File: src/rtl/lsu_pkg.sv
// Shared constants for the load/store unit.
// Holds the funct3 encodings, the FSM states and the funct3 legality helper.
package lsu_pkg;

  localparam logic [2:0] F3_B  = 3'b000;
  localparam logic [2:0] F3_H  = 3'b001;
  localparam logic [2:0] F3_W  = 3'b010;
  localparam logic [2:0] F3_BU = 3'b100;
  localparam logic [2:0] F3_HU = 3'b101;

  typedef enum logic [1:0] {
    S_IDLE,
    S_ACCESS,
    S_RESP
  } state_t;

  function automatic logic f3_illegal(
    input logic       we,
    input logic [2:0] f3
  );
    if (we)
      return !(f3 inside {F3_B, F3_H, F3_W});
    else
      return f3 inside {3'b011, 3'b110, 3'b111};
  endfunction

endpackage

File: src/rtl/lsu_align.sv
// Lane steering for the LSU.
// Produces store enables/data, the misalignment flag and the extended load data.
module lsu_align
  import lsu_pkg::*;
(
  input  logic [2:0]  funct3,
  input  logic [1:0]  addr_lo,
  input  logic [31:0] wdata,
  input  logic [31:0] mem_rdata,
  output logic [3:0]  be,
  output logic [31:0] st_data,
  output logic        misaligned,
  output logic [31:0] rdata_ext
);

  logic        is_b;
  logic        is_h;
  logic        is_w;
  logic [31:0] sh;

  assign is_b = (funct3 == F3_B) || (funct3 == F3_BU);
  assign is_h = (funct3 == F3_H) || (funct3 == F3_HU);
  assign is_w = (funct3 == F3_W);
  assign sh   = mem_rdata >> {addr_lo, 3'b000};

  always_comb begin
    be         = 4'b0000;
    st_data    = 32'h0;
    misaligned = 1'b0;
    unique case (1'b1)
      is_b: begin
        be      = 4'b0001 << addr_lo;
        st_data = {4{wdata[7:0]}};
      end
      is_h: begin
        be         = 4'b0011 << addr_lo;
        st_data    = {2{wdata[15:0]}};
        misaligned = addr_lo[0];
      end
      is_w: begin
        be         = 4'b1111;
        st_data    = wdata;
        misaligned = |addr_lo;
      end
      default: ;
    endcase
  end

  always_comb begin
    case (funct3)
      F3_B:    rdata_ext = {{24{sh[7]}}, sh[7:0]};
      F3_BU:   rdata_ext = {24'h0, sh[7:0]};
      F3_H:    rdata_ext = {{16{sh[15]}}, sh[15:0]};
      F3_HU:   rdata_ext = {16'h0, sh[15:0]};
      default: rdata_ext = mem_rdata;
    endcase
  end

endmodule

File: src/rtl/load_store_unit.sv
// RV32I load/store unit: one request at a time between execute and data memory.
// Single FSM with registered memory strobes, lane enables and response.
module load_store_unit
  import lsu_pkg::*;
#(
  parameter int TIMEOUT = 16
) (
  input  logic        clk,
  input  logic        reset_n,
  input  logic        req_valid,
  output logic        req_ready,
  input  logic        req_we,
  input  logic [2:0]  req_funct3,
  input  logic [31:0] req_addr,
  input  logic [31:0] req_wdata,
  output logic        resp_valid,
  output logic [31:0] resp_rdata,
  output logic        resp_err,
  output logic [31:0] mem_addr,
  output logic [31:0] mem_write_data,
  output logic        mem_read,
  output logic        mem_write,
  output logic [3:0]  mem_byte_enable,
  input  logic [31:0] mem_read_data,
  input  logic        mem_ready
);

  localparam int CW = $clog2(TIMEOUT + 1);

  state_t      state;
  logic        r_we;
  logic [2:0]  r_f3;
  logic [1:0]  r_lo;
  logic [CW-1:0] cnt;
  logic [CW-1:0] cnt_nxt;

  logic        idle;
  logic [2:0]  a_f3;
  logic [1:0]  a_lo;
  logic [3:0]  a_be;
  logic [31:0] a_st;
  logic        a_mis;
  logic [31:0] a_ext;
  logic        bad;

  assign idle      = (state == S_IDLE);
  assign req_ready = idle;

  // Decode the incoming request while idle, the held one otherwise.
  assign a_f3 = idle ? req_funct3    : r_f3;
  assign a_lo = idle ? req_addr[1:0] : r_lo;

  lsu_align u_align (
    .funct3     (a_f3),
    .addr_lo    (a_lo),
    .wdata      (req_wdata),
    .mem_rdata  (mem_read_data),
    .be         (a_be),
    .st_data    (a_st),
    .misaligned (a_mis),
    .rdata_ext  (a_ext)
  );

  assign bad = a_mis | f3_illegal(req_we, req_funct3);

  assign cnt_nxt = (cnt == CW'(TIMEOUT)) ? cnt : cnt + 1'b1;

  always_ff @(posedge clk or negedge reset_n) begin
    if (!reset_n) begin
      state           <= S_IDLE;
      r_we            <= 1'b0;
      r_f3            <= 3'b000;
      r_lo            <= 2'b00;
      cnt             <= '0;
      resp_valid      <= 1'b0;
      resp_rdata      <= 32'h0;
      resp_err        <= 1'b0;
      mem_addr        <= 32'h0;
      mem_write_data  <= 32'h0;
      mem_read        <= 1'b0;
      mem_write       <= 1'b0;
      mem_byte_enable <= 4'b0000;
    end else begin
      resp_valid <= 1'b0;
      unique case (state)
        S_IDLE: begin
          if (req_valid) begin
            r_we     <= req_we;
            r_f3     <= req_funct3;
            r_lo     <= req_addr[1:0];
            mem_addr <= {req_addr[31:2], 2'b00};
            if (bad) begin
              state      <= S_RESP;
              resp_valid <= 1'b1;
              resp_err   <= 1'b1;
              resp_rdata <= 32'h0;
            end else begin
              state           <= S_ACCESS;
              cnt             <= '0;
              mem_read        <= !req_we;
              mem_write       <= req_we;
              mem_byte_enable <= req_we ? a_be : 4'b1111;
              mem_write_data  <= req_we ? a_st : 32'h0;
            end
          end
        end
        S_ACCESS: begin
          if (mem_ready || cnt_nxt == CW'(TIMEOUT)) begin
            state           <= S_RESP;
            resp_valid      <= 1'b1;
            resp_err        <= !mem_ready;
            resp_rdata      <= (mem_ready && !r_we) ? a_ext : 32'h0;
            mem_read        <= 1'b0;
            mem_write       <= 1'b0;
            mem_byte_enable <= 4'b0000;
          end
          cnt <= cnt_nxt;
        end
        S_RESP: begin
          state <= S_IDLE;
        end
        default: begin
          state <= S_IDLE;
        end
      endcase
    end
  end

endmodule

File: config.mk
export PLATFORM = sky130hd
export DESIGN_NAME = load_store_unit
export DESIGN_NICKNAME = d
export VERILOG_FILES = /design/src/rtl/lsu_pkg.sv /design/src/rtl/lsu_align.sv /design/src/rtl/load_store_unit.sv
export SDC_FILE = /design/constraint.sdc
export NUM_CORES = 1
export LEC_CHECK = 0
export ABC_CLOCK_PERIOD_IN_PS = 6000
export CAP_MARGIN = 5
export CELL_PAD_IN_SITES_DETAIL_PLACEMENT = 1
export CELL_PAD_IN_SITES_GLOBAL_PLACEMENT = 2
export CORE_ASPECT_RATIO = 1.25
export CORE_MARGIN = 2
export CORE_UTILIZATION = 28
export CTS_CLUSTER_SIZE = 20
export DETAILED_ROUTE_END_ITERATION = 7
export PLACE_DENSITY = 0.95
export SLEW_MARGIN = 20
export SYNTH_ARGS = -nofsm -noshare
export SYNTH_HDL_FRONTEND = slang
export SYNTH_SLANG_ARGS = --single-unit
export TNS_END_PERCENT = 20
File: constraint.sdc
create_clock -name clk -period 6 [get_ports clk]
set_input_delay 1.2 -clock clk [delete_from_list [all_inputs] [get_ports clk]]
set_output_delay 1.2 -clock clk [all_outputs]
set_load 0.01 [all_outputs]
==> results.sh <==
export IMPL_synth_cell_types=62
export IMPL_die_width_um=131
export IMPL_placed_area_um2=7950
export IMPL_ys_top_cells_by_count="nand2_1 (180), dfrtp_1 (115), nor2_1 (40)"
export IMPL_grt_pass1_vias=5666
export IMPL_yosysTopAreaCell="dfrtp_1"
export IMPL_finalCritPeriodShare_pct=64.0
export IMPL_path_max_fanout=23
export IMPL_cts_tree="yes"
export IMPL_core_area_um2=20000
export IMPL_yosysWarningCount=0
export IMPL_grt_use_total_pct=19.1
export IMPL_period_minus_slack_ns=3.84
export IMPL_slew_violations=0
export IMPL_grt_pass1_wl_mm=31.9
export IMPL_synth_async_reset_ratio_pct=100
export IMPL_yosys_register_bits=115
export IMPL_final_area_um2=8560
export IMPL_fmax_ghz=0.261
export IMPL_place_gp_congestion=0.829
export IMPL_worstHoldPathCells=2
export IMPL_use_met1_pct=22.8
export IMPL_gr_total_overflow=0
export IMPL_pin_count=209
export IMPL_grt_start_max_net_pins=63
export IMPL_post_cts_buffers=0
export IMPL_vias=5419
export IMPL_ys_flop_type="dfrtp_1"
export IMPL_outcome="finished clean"
export IMPL_rows=58
export IMPL_hold_viol=0
export IMPL_crit_arrival_ns=4.12
export IMPL_dp_hpwl_mm=14.6
export IMPL_dieArea_um2=21400
export IMPL_drt_iter0_markers=363
export IMPL_syn_area_per_cell_um2=9.32
export IMPL_synth_most_common_cell="nand2_1"
export IMPL_critPathKind="in -> reg"
export IMPL_drtPass1Iterations=4
export IMPL_end_kind="register"
export IMPL_ys_seq_area_share_pct=50.8
export IMPL_htreeDepth=4
export IMPL_fin_ws_ns=2.16
export IMPL_yosysTopAreaCellShare_pct=50.8
export IMPL_rsz0062_at_grt="false"
export IMPL_nets=912
export IMPL_max_cap_violations=0
export IMPL_wirelength_mm=20.6
export IMPL_wl_per_cell_um=18.9
export IMPL_crit_path_start_kind="input pin"
export IMPL_syn_inst=608
export IMPL_grt_util_met3_pct=4.56
export IMPL_irDropWorstVdd_uv=241
export IMPL_cts_repair_resized=0
export IMPL_drive_gt1_share_pct=9.16
export IMPL_grtUsageMet2_pct=31.7
export IMPL_synth_edf_count=0
export IMPL_p_leak_nw=3.68
export IMPL_utilization_pct=42.7
export IMPL_clk_latency_ns=0.42
export IMPL_reg2reg_depth=8
export IMPL_start_util_pct=28.3
export IMPL_port_buffers=206
export IMPL_vias_per_cell=4.98
export IMPL_cts_sinks=115
export IMPL_netlist_area_um2=5670
export IMPL_setup_viol=0
export IMPL_grt_busiest_layer="met2"
export IMPL_synthTopCellsByArea="dfrtp_1 (51%), nand2_1 (12%), o2bb2ai_1 (2.8%)"
export IMPL_worstMarginPinSlew_ns=1.02
export IMPL_syn_to_final_growth_pct=51.0
export IMPL_tns_ns=0
export IMPL_drt_antenna_violating_nets=0
export IMPL_r2r_setup_slack_ns=2.89
export IMPL_die_y_um=163
export IMPL_worst_hold_path_type="reg -> reg"
export IMPL_skew_ns=0.0127
export IMPL_cts_hold_buf=0
export IMPL_antenna_found_initial=0
export IMPL_hold_start="mem_addr[24]"
export IMPL_diodes=0
export IMPL_root_buffer="clkbuf_16"
export IMPL_total_power_mw=4.71
export IMPL_power_density_nw_per_um2=550
export IMPL_relSlewSlack_pct=31.9
export IMPL_dp_slack_ns=1.73
export IMPL_startpoint="req_addr[0]"
export IMPL_worst_ep_required_time_ns=6.28
export IMPL_hold_end="mem_addr[24]"
export IMPL_cts_path_max_buffers=2
export IMPL_route_detailed_drc=0
export IMPL_clk_pin_slew_ns=0.06
export IMPL_cts_buffers=17
export IMPL_worst_r2r_endpoint="mem_write_data[20]"
export IMPL_r2r_start="state[0]"
-- critical path, cell delays in order --
cell	delay, ns
clkdlybuf4s50_1	0.49
or3b_4	0.29
and2_1	0.77
mux2i_1	0.33
a222oi_1	0.12
buf_4	0.22
o21ai_4	0.52
o2bb2ai_1	0.17
-- layout make-up --
class | instances | area (um^2)
clock buffers | 17 | 425
inverters | 7 | 28.8
flip-flops and latches | 115 | 2880
fillers | 2311 | 11500
repair buffers | 213 | 2110
multi-input cells | 452 | 2600
well taps | 270 | 338
clock inverters | 15 | 183
-- metal layers --
metal	part of all wire, %	wire, um
met1	42	8610
met2	49	10000
met3	5.3	1100
met4	4.4	906
met5	0	0
-- cells in the final DEF, fill, tap and decap left out, drive strengths merged, types with 7 or more instances in the layout --
| master | n |
|---|---|
| inv | 10 |
| a22oi | 16 |
| dfrtp | 115 |
| nor2 | 43 |
| clkdlybuf4s50 | 205 |
| a21oi | 30 |
| mux2 | 8 |
| o2bb2ai | 28 |
| buf | 8 |
| nand2 | 180 |
| mux2i | 12 |
| a22o | 9 |
| a32o | 7 |
| a31oi | 8 |
| o21ai | 50 |
| clkbuf | 17 |
| nand3 | 14 |
-- flip-flops by register name, summed over array words and instances, names as in the netlist, 2 cells and up --
signal	count
cnt	5
mem_addr	30
mem_byte_enable	4
mem_write_data	32
r_f3	3
r_lo	2
resp_rdata	32
state	2
-- kinds of logic after synthesis --
group	Yosys count	share of synthesized area [%]
mux	20	3.84
compound gates	170	21.8
flops	115	50.8
buf+inv	42	3.77
simple gates	255	18.8
other cells	1	0.0661
xor+xnor	3	0.464
fa+ha+maj	2	0.441
-- power breakdown --
group	total (mW)	switching, mW	internal, mW	leakage, nW
Sequential	1.36	0.246	1.11	1.50
Combinational	2.30	1.22	1.08	1.90
Clock	1.05	0.392	0.656	0.286
-- through the flow --
step / instances / hold slack, ns
final: 1089 / 0.472
after global routing: 1089 / 0.493
after CTS: 1089 / 0.478
after detailed placement: 1057 / 0.464
after global placement: 1057 / 0.456
after floorplan: 609 / 0.446
-- how the worst max path moves through the flow --
stage	to	slack (ns)	cells past startpoint
finish	resp_rdata[20]	2.16	8
global route	resp_rdata[18]	2.00	8
CTS	resp_rdata[20]	2.16	8
detailed placement	resp_rdata[20]	1.73	8
global placement	resp_rdata[18]	1.86	8
floorplan	resp_rdata[16]	3.09	9
(Power assumes the default switching activity.)
